--- src/rtl/alu_sequencer_pkg.sv ---
// Shared types for the alu sequencer: opcode and FSM state encodings plus small op helpers.
package alu_sequencer_pkg;

  typedef enum logic [1:0] {
    OP_ADD = 2'b00,
    OP_SUB = 2'b01,
    OP_MUL = 2'b10,
    OP_DIV = 2'b11
  } op_e;

  typedef enum logic [2:0] {
    S_IDLE = 3'd0,
    S_BEG  = 3'd1,
    S_LDA  = 3'd2,
    S_LDB  = 3'd3,
    S_WAIT = 3'd4,
    S_CAP1 = 3'd5,
    S_RSP  = 3'd6
  } state_e;

  // mul and div return a second result byte on the cycle after END.
  function automatic logic is_two_byte(op_e op);
    return (op == OP_MUL) || (op == OP_DIV);
  endfunction

endpackage

--- src/rtl/alu_sequencer_wdog.sv ---
// S_WAIT watchdog: counts while enabled, clears when disabled, flags the terminal count.
// Only compiled with ALU_SEQ_TIMEOUT_EN defined, the only build that instantiates it.
`ifdef ALU_SEQ_TIMEOUT_EN
module alu_seq_wdog #(
  parameter int LIMIT = 64
) (
  input  logic clk,
  input  logic reset,
  input  logic en_i,
  output logic tc_o
);

  localparam int CW = $clog2(LIMIT + 1);

  logic [CW-1:0] cnt_q;

  assign tc_o = en_i && (cnt_q == CW'(LIMIT - 1));

  always_ff @(posedge clk or posedge reset) begin
    if (reset) begin
      cnt_q <= '0;
    end else if (!en_i) begin
      cnt_q <= '0;
    end else if (!tc_o) begin
      cnt_q <= cnt_q + 1'b1;
    end
  end

endmodule
`endif

--- src/rtl/alu_sequencer.sv ---
// Valid/ready front-end that loads one {op,A,B} job into the serial-bus alu and returns its result.
// Optional S_WAIT timeout is enabled by defining ALU_SEQ_TIMEOUT_EN.
module alu_sequencer
  import alu_sequencer_pkg::*;
#(
  parameter int W           = 8,
  parameter int TIMEOUT_CYC = 64
) (
  input  logic           clk,
  input  logic           reset,
  input  logic           req_valid,
  output logic           req_ready,
  input  logic [1:0]     req_op,
  input  logic [W-1:0]   req_a,
  input  logic [W-1:0]   req_b,
  output logic           rsp_valid,
  input  logic           rsp_ready,
  output logic [2*W-1:0] rsp_data,
  output logic           rsp_err,
  output logic           busy,
  output logic           alu_begin,
  output logic [1:0]     alu_op_code,
  output logic [W-1:0]   alu_inbus,
  input  logic           alu_end,
  input  logic [W-1:0]   alu_outbus
);

  if (TIMEOUT_CYC < 1) begin : g_bad_timeout
    $error("alu_sequencer: TIMEOUT_CYC must be at least 1");
  end

  state_e           state_q;
  op_e              op_q;
  logic [W-1:0]     a_q;
  logic [W-1:0]     b_q;
  logic [W-1:0]     byte0_q;
  logic             req_ready_q;
  logic             rsp_valid_q;
  logic [2*W-1:0]   rsp_data_q;
  logic             rsp_err_q;
  logic             busy_q;
  logic             alu_begin_q;
  logic [1:0]       alu_op_code_q;
  logic [W-1:0]     alu_inbus_q;
  logic             wdog_tc;

`ifdef ALU_SEQ_TIMEOUT_EN
  alu_seq_wdog #(
    .LIMIT (TIMEOUT_CYC)
  ) u_wdog (
    .clk   (clk),
    .reset (reset),
    .en_i  (state_q == S_WAIT),
    .tc_o  (wdog_tc)
  );
`else
  assign wdog_tc = 1'b0;
`endif

  // Every output is a flop so the alu never sees a combinational path from client inputs.
  always_ff @(posedge clk or posedge reset) begin
    if (reset) begin
      state_q       <= S_IDLE;
      op_q          <= OP_ADD;
      a_q           <= '0;
      b_q           <= '0;
      byte0_q       <= '0;
      req_ready_q   <= 1'b1;
      rsp_valid_q   <= 1'b0;
      rsp_data_q    <= '0;
      rsp_err_q     <= 1'b0;
      busy_q        <= 1'b0;
      alu_begin_q   <= 1'b0;
      alu_op_code_q <= 2'b00;
      alu_inbus_q   <= '0;
    end else begin
      // NOTE: non-blocking assignments so every flop samples pre-edge values of the others.
      case (state_q)
        S_IDLE: begin
          if (req_valid) begin
            op_q          <= op_e'(req_op);
            a_q           <= req_a;
            b_q           <= req_b;
            rsp_err_q     <= 1'b0;
            req_ready_q   <= 1'b0;
            busy_q        <= 1'b1;
            alu_begin_q   <= 1'b1;
            alu_op_code_q <= req_op;
            alu_inbus_q   <= '0;
            state_q       <= S_BEG;
          end
        end
        S_BEG: begin
          alu_inbus_q <= a_q;
          state_q     <= S_LDA;
        end
        S_LDA: begin
          alu_begin_q <= 1'b0;
          alu_inbus_q <= b_q;
          state_q     <= S_LDB;
        end
        S_LDB: begin
          alu_inbus_q <= '0;
          state_q     <= S_WAIT;
        end
        S_WAIT: begin
          if (alu_end) begin
            byte0_q <= alu_outbus;
            if (is_two_byte(op_q)) begin
              state_q <= S_CAP1;
            end else begin
              rsp_data_q  <= {{W{1'b0}}, alu_outbus};
              rsp_valid_q <= 1'b1;
              state_q     <= S_RSP;
            end
          end else if (wdog_tc) begin
            rsp_data_q  <= '0;
            rsp_err_q   <= 1'b1;
            rsp_valid_q <= 1'b1;
            state_q     <= S_RSP;
          end
        end
        S_CAP1: begin
          // byte0 is hi for mul and remainder for div, so it always lands in the upper half.
          rsp_data_q  <= {byte0_q, alu_outbus};
          rsp_valid_q <= 1'b1;
          state_q     <= S_RSP;
        end
        S_RSP: begin
          if (rsp_ready) begin
            rsp_valid_q <= 1'b0;
            req_ready_q <= 1'b1;
            busy_q      <= 1'b0;
            state_q     <= S_IDLE;
          end
        end
        default: begin
          rsp_valid_q <= 1'b0;
          req_ready_q <= 1'b1;
          busy_q      <= 1'b0;
          alu_begin_q <= 1'b0;
          alu_inbus_q <= '0;
          state_q     <= S_IDLE;
        end
      endcase
    end
  end

  assign req_ready   = req_ready_q;
  assign rsp_valid   = rsp_valid_q;
  assign rsp_data    = rsp_data_q;
  assign rsp_err     = rsp_err_q;
  assign busy        = busy_q;
  assign alu_begin   = alu_begin_q;
  assign alu_op_code = alu_op_code_q;
  assign alu_inbus   = alu_inbus_q;

endmodule
--- config.mk ---
export PLATFORM = sky130hd
export DESIGN_NAME = alu_sequencer
export DESIGN_NICKNAME = d
export VERILOG_FILES = /design/src/rtl/alu_sequencer_pkg.sv /design/src/rtl/alu_sequencer_wdog.sv /design/src/rtl/alu_sequencer.sv
export SDC_FILE = /design/constraint.sdc
export NUM_CORES = 1
export LEC_CHECK = 0
export CELL_PAD_IN_SITES_DETAIL_PLACEMENT = 0
export CELL_PAD_IN_SITES_GLOBAL_PLACEMENT = 1
export CORE_MARGIN = 3
export CORE_UTILIZATION = 35
export DETAILED_ROUTE_END_ITERATION = 12
export GPL_TIMING_DRIVEN = 0
export PLACE_DENSITY = 0.73
export SLEW_MARGIN = 20
export SYNTH_ARGS = -nofsm -noshare
export SYNTH_HDL_FRONTEND = slang
export SYNTH_HIERARCHICAL = 1
export SYNTH_SLANG_ARGS = --single-unit
--- constraint.sdc ---
create_clock -name clk -period 1.5 [get_ports clk]
set_clock_uncertainty 0.1 [all_clocks]
set_input_delay 0.15 -clock clk [delete_from_list [all_inputs] [get_ports clk]]
set_output_delay 0.15 -clock clk [all_outputs]
set_load 0.02 [all_outputs]
==> results.txt <==
- Count of buffers from port buffering: 60
* Clock tree from TritonCTS: yes
* Shortest period the worst path allows: 1.736 ns
- Cell type with the highest aggregate area in the netlist: dfrtp_1
* Initial DRC count: 49
* Number of vias in the routed layout: 1608
- The share of synthesized area in the top cell type comes to 59.61%.
- STA classifies the critical path startpoint as a register.
* Core region area: 0.006422 sq mm
- Prior to clock tree synthesis, the placed netlist has a worst setup slack of -0.5501 ns.
- 1st-pass router iterations: 4
- The H-tree was split into 3 levels.
- Number of CTS-inserted buffers: 9
* Die area: 0.007737 sq mm
- No sink is reached through more buffers than the 2 on the longest clock path.
- Hold buffer count at cts: 0
- IR analysis of the VDD net gives a maximum drop of 0.0009144 V.
- Post-detailed-route via-to-cell ratio: 4.933
- Final Slew Violations: 0
- Kind of critical path: reg2reg
* Total overflow reported by the global router: 0
- At the end of the flow, the number of nets in the layout was 276.
- Once placement finished, the instance area stood at 0.003089 sq mm.
- Combined area of all synthesized cells: 0.002351 sq mm
- Worst skew pair latency: 0.32 ns
* RSZ-0062 raised after global routing: yes
- Synthesis produced a netlist whose cell count is 162.
- Synthesized netlist net count: 193
* Worst hold-check path type: in2async
- The design draws 0.007533 W.
- Yosys warnings: 6
- Total area of multi-input combinational cells: 949.7 sq um
- After detailed routing, the number of remaining DRC violations is 0.
- Across the run, the number of max-cap violations was 0.
* Crit path max fanout: 5
* Clock net sink count: 57
- CP Data Required Time: 1.61 ns
- The share of the Yosys chip area taken by registers is 60.72%.
- The flow ran to the end, but the final reports show violations.
- The detail route stage leaves a number of antenna-violating nets equal to 0.
- Summed over all layers, the routed wires come to 5072 um.
- Cell row count: 29
- The worst setup path is captured at a register.
- Share of cells above drive strength 1: 33.33%
- Arr. time, crit path: 1.85 ns
* Root Driver: clkbuf_8
* First-pass GRT wire length: 7983 um
- After routing the design area is 0.003515 sq mm.
- For this design the ratio of total power to cell area is 2143 mW/mm^2.
* Die boundary height: 87.96 um
* Filler cell count in the final layout: 565
- Final clock period utilization by the worst path: 115.8%
- The wire-length estimate of the detail-placed layout is 3190 um.
* Flip-flop and latch count after synthesis: 57
- In the final routed layout, each cell accounts on average for 15.56 um.
- Across the whole layout, storage elements account for 0.001431 sq mm.
- The initial antenna violation count is 0.
- Sum of negative setup slack: -3.789 ns
- Number of placed I/O pins: 62
* Overall track demand over capacity in global routing: 13.61%
* Minimum setup slack in the final design: -0.2363 ns
* Total setup violations reported at the end of the flow: 26
- Leading post-synthesis cells by cell area: dfrtp_1 60%, mux2_2 11%, mux2_4 6.4%
- Width of the chip: 87.96 um
* Effective utilization at floorplan: 36.61%
- In this run the tightest slew margin relative to its limit is 54.18%.
- At the pin with the least slew margin, the transition time is 0.6859 ns.
- GP Congestion: 0.7371
- The count of final hold-check violations is 0.
- Timing would allow up to 575.9 MHz.
* Reg clk slew, reported paths: 0.06 ns
- The checks that failed: setup timing.
- Average cell area after synthesis: 14.51 sq um
- Area Growth Syn to Fin: 49.49%
- Number of antenna repair diodes: 0
- Largest net degree at the start of global routing: 32
- The via count of the first global-routing pass is 1592.
- Pleak: 1.709 nW
- The synthesized netlist contains 32 unique library cells.
## sequential cells by signal, indices dropped and copies added (netlist names)
signal	flops
b_q	8
state_q	3
alu_op_code	2
alu_begin	1
a_q	8
byte0_q	8
req_ready	1
busy	1
rsp_valid	1
rsp_data	16
alu_inbus	8
## path summary, 6_finish.rpt
path / startpoint / endpoint / slack (ns) / cells past startpoint
setup / recovery: state_q[0] / a_q[2] / -0.24 / 4
hold / removal: reset / rsp_data[12] / 0.17 / 2
setup reg to reg: state_q[0] / a_q[2] / -0.24 / 4
hold reg to reg: req_ready / req_ready / 0.37 / 2
max in group asynchronous: reset / byte0_q[3] / 0.58 / 3
min in group clk: req_b[1] / b_q[1] / 0.34 / 2
## final cells by class
type | count | area share [%]
plain buffers | 7 | 2.350
clock buffers | 12 | 4.414
clock inverters | 3 | 1.139
inverters | 4 | 0.5340
multi-input cells | 93 | 27.02
flip-flops and latches | 57 | 40.73
well taps | 77 | 2.741
repair buffers | 73 | 21.08
## cells by family after synthesis
kind of cell | synth area share (%)
simple gates | 5.428
buf+inv | 3.193
other cells | 0.1595
mux | 17.88
compound gates | 12.24
flops | 60.72
xor+xnor | 0.3726
## cell usage after synthesis
cell type   n
dfrtp_1    56
mux2_2     24
a22o_1     16
mux2_4     10
a21o_1      8
a21oi_1     6
nand2_1     6
o21ai_0     5
inv_1       4
buf_4       3
buf_2       2
nor3b_2     2
a211o_1     1
and2_1      1
and3_1      1
buf_1       1
buf_12      1
clkbuf_1    1
conb_1      1
dfstp_2     1
nand3_1     1
nor2_1      1
nor2_8      1
nor2b_1     1
nor2b_2     1
nor3_1      1
nor3b_1     1
o21ai_2     1
o21bai_1    1
o31ai_1     1
or3b_4      1
xor2_1      1
## where the power goes
group / switching (W) / total [W] / internal, W
clock: 0.000581 / 0.00142 / 0.000844
sequential: 0.000410 / 0.00269 / 0.00228
combinational: 0.00151 / 0.00342 / 0.00191
## per-layer routing
metal / global-route usage (%) / wire, um
met1: 19.82 / 2432
met2: 19.04 / 2259
met3: 3.575 / 308
met4: 5.858 / 71
met5: 0 / 0
## stage by stage
stage	std cells	utilization, %	hold WS [ns]
detailed placement	300	48.10	0.3636
global route	326	54.72	0.2384
global placement	299	47.79	0.3589
finish	326	54.72	0.1704
floorplan	162	-	0.1364
CTS	319	52.62	0.1939
## repair_timing
| item | CTS | global route |
|---|---|---|
| cloned | 0 | 1 |
| pin swaps | 2 | 4 |
| setup buffers | 4 | 7 |
| endpoints found under the setup margin | 81 | 50 |
| gates resized for setup | 51 | 9 |
## cells in the final DEF (no fill, tap or decap), types with 2 or more instances in the layout
| cell | n |
|---|---|
| a21oi_1 | 6 |
| clkdlybuf4s50_1 | 30 |
| dfrtp_1 | 53 |
| a21o_1 | 8 |
| nor3b_4 | 2 |
| mux2_2 | 8 |
| clkbuf_8 | 11 |
| o21ai_0 | 5 |
| dlygate4sd2_1 | 30 |
| buf_12 | 7 |
| inv_1 | 2 |
| a22o_1 | 16 |
| clkinv_2 | 2 |
| nand2_1 | 6 |
| dfrtp_2 | 3 |
| buf_4 | 9 |
| mux2_4 | 26 |
| buf_6 | 2 |
## worst max-delay path, stage by stage, from the launching register on
cell and delay, ns:
dfrtp_2 0.42, or3b_4 0.44, nor2_8 0.19, clkbuf_16 0.19, mux2_4 0.29
No activity file was read; power rests on OpenSTA's default activity.
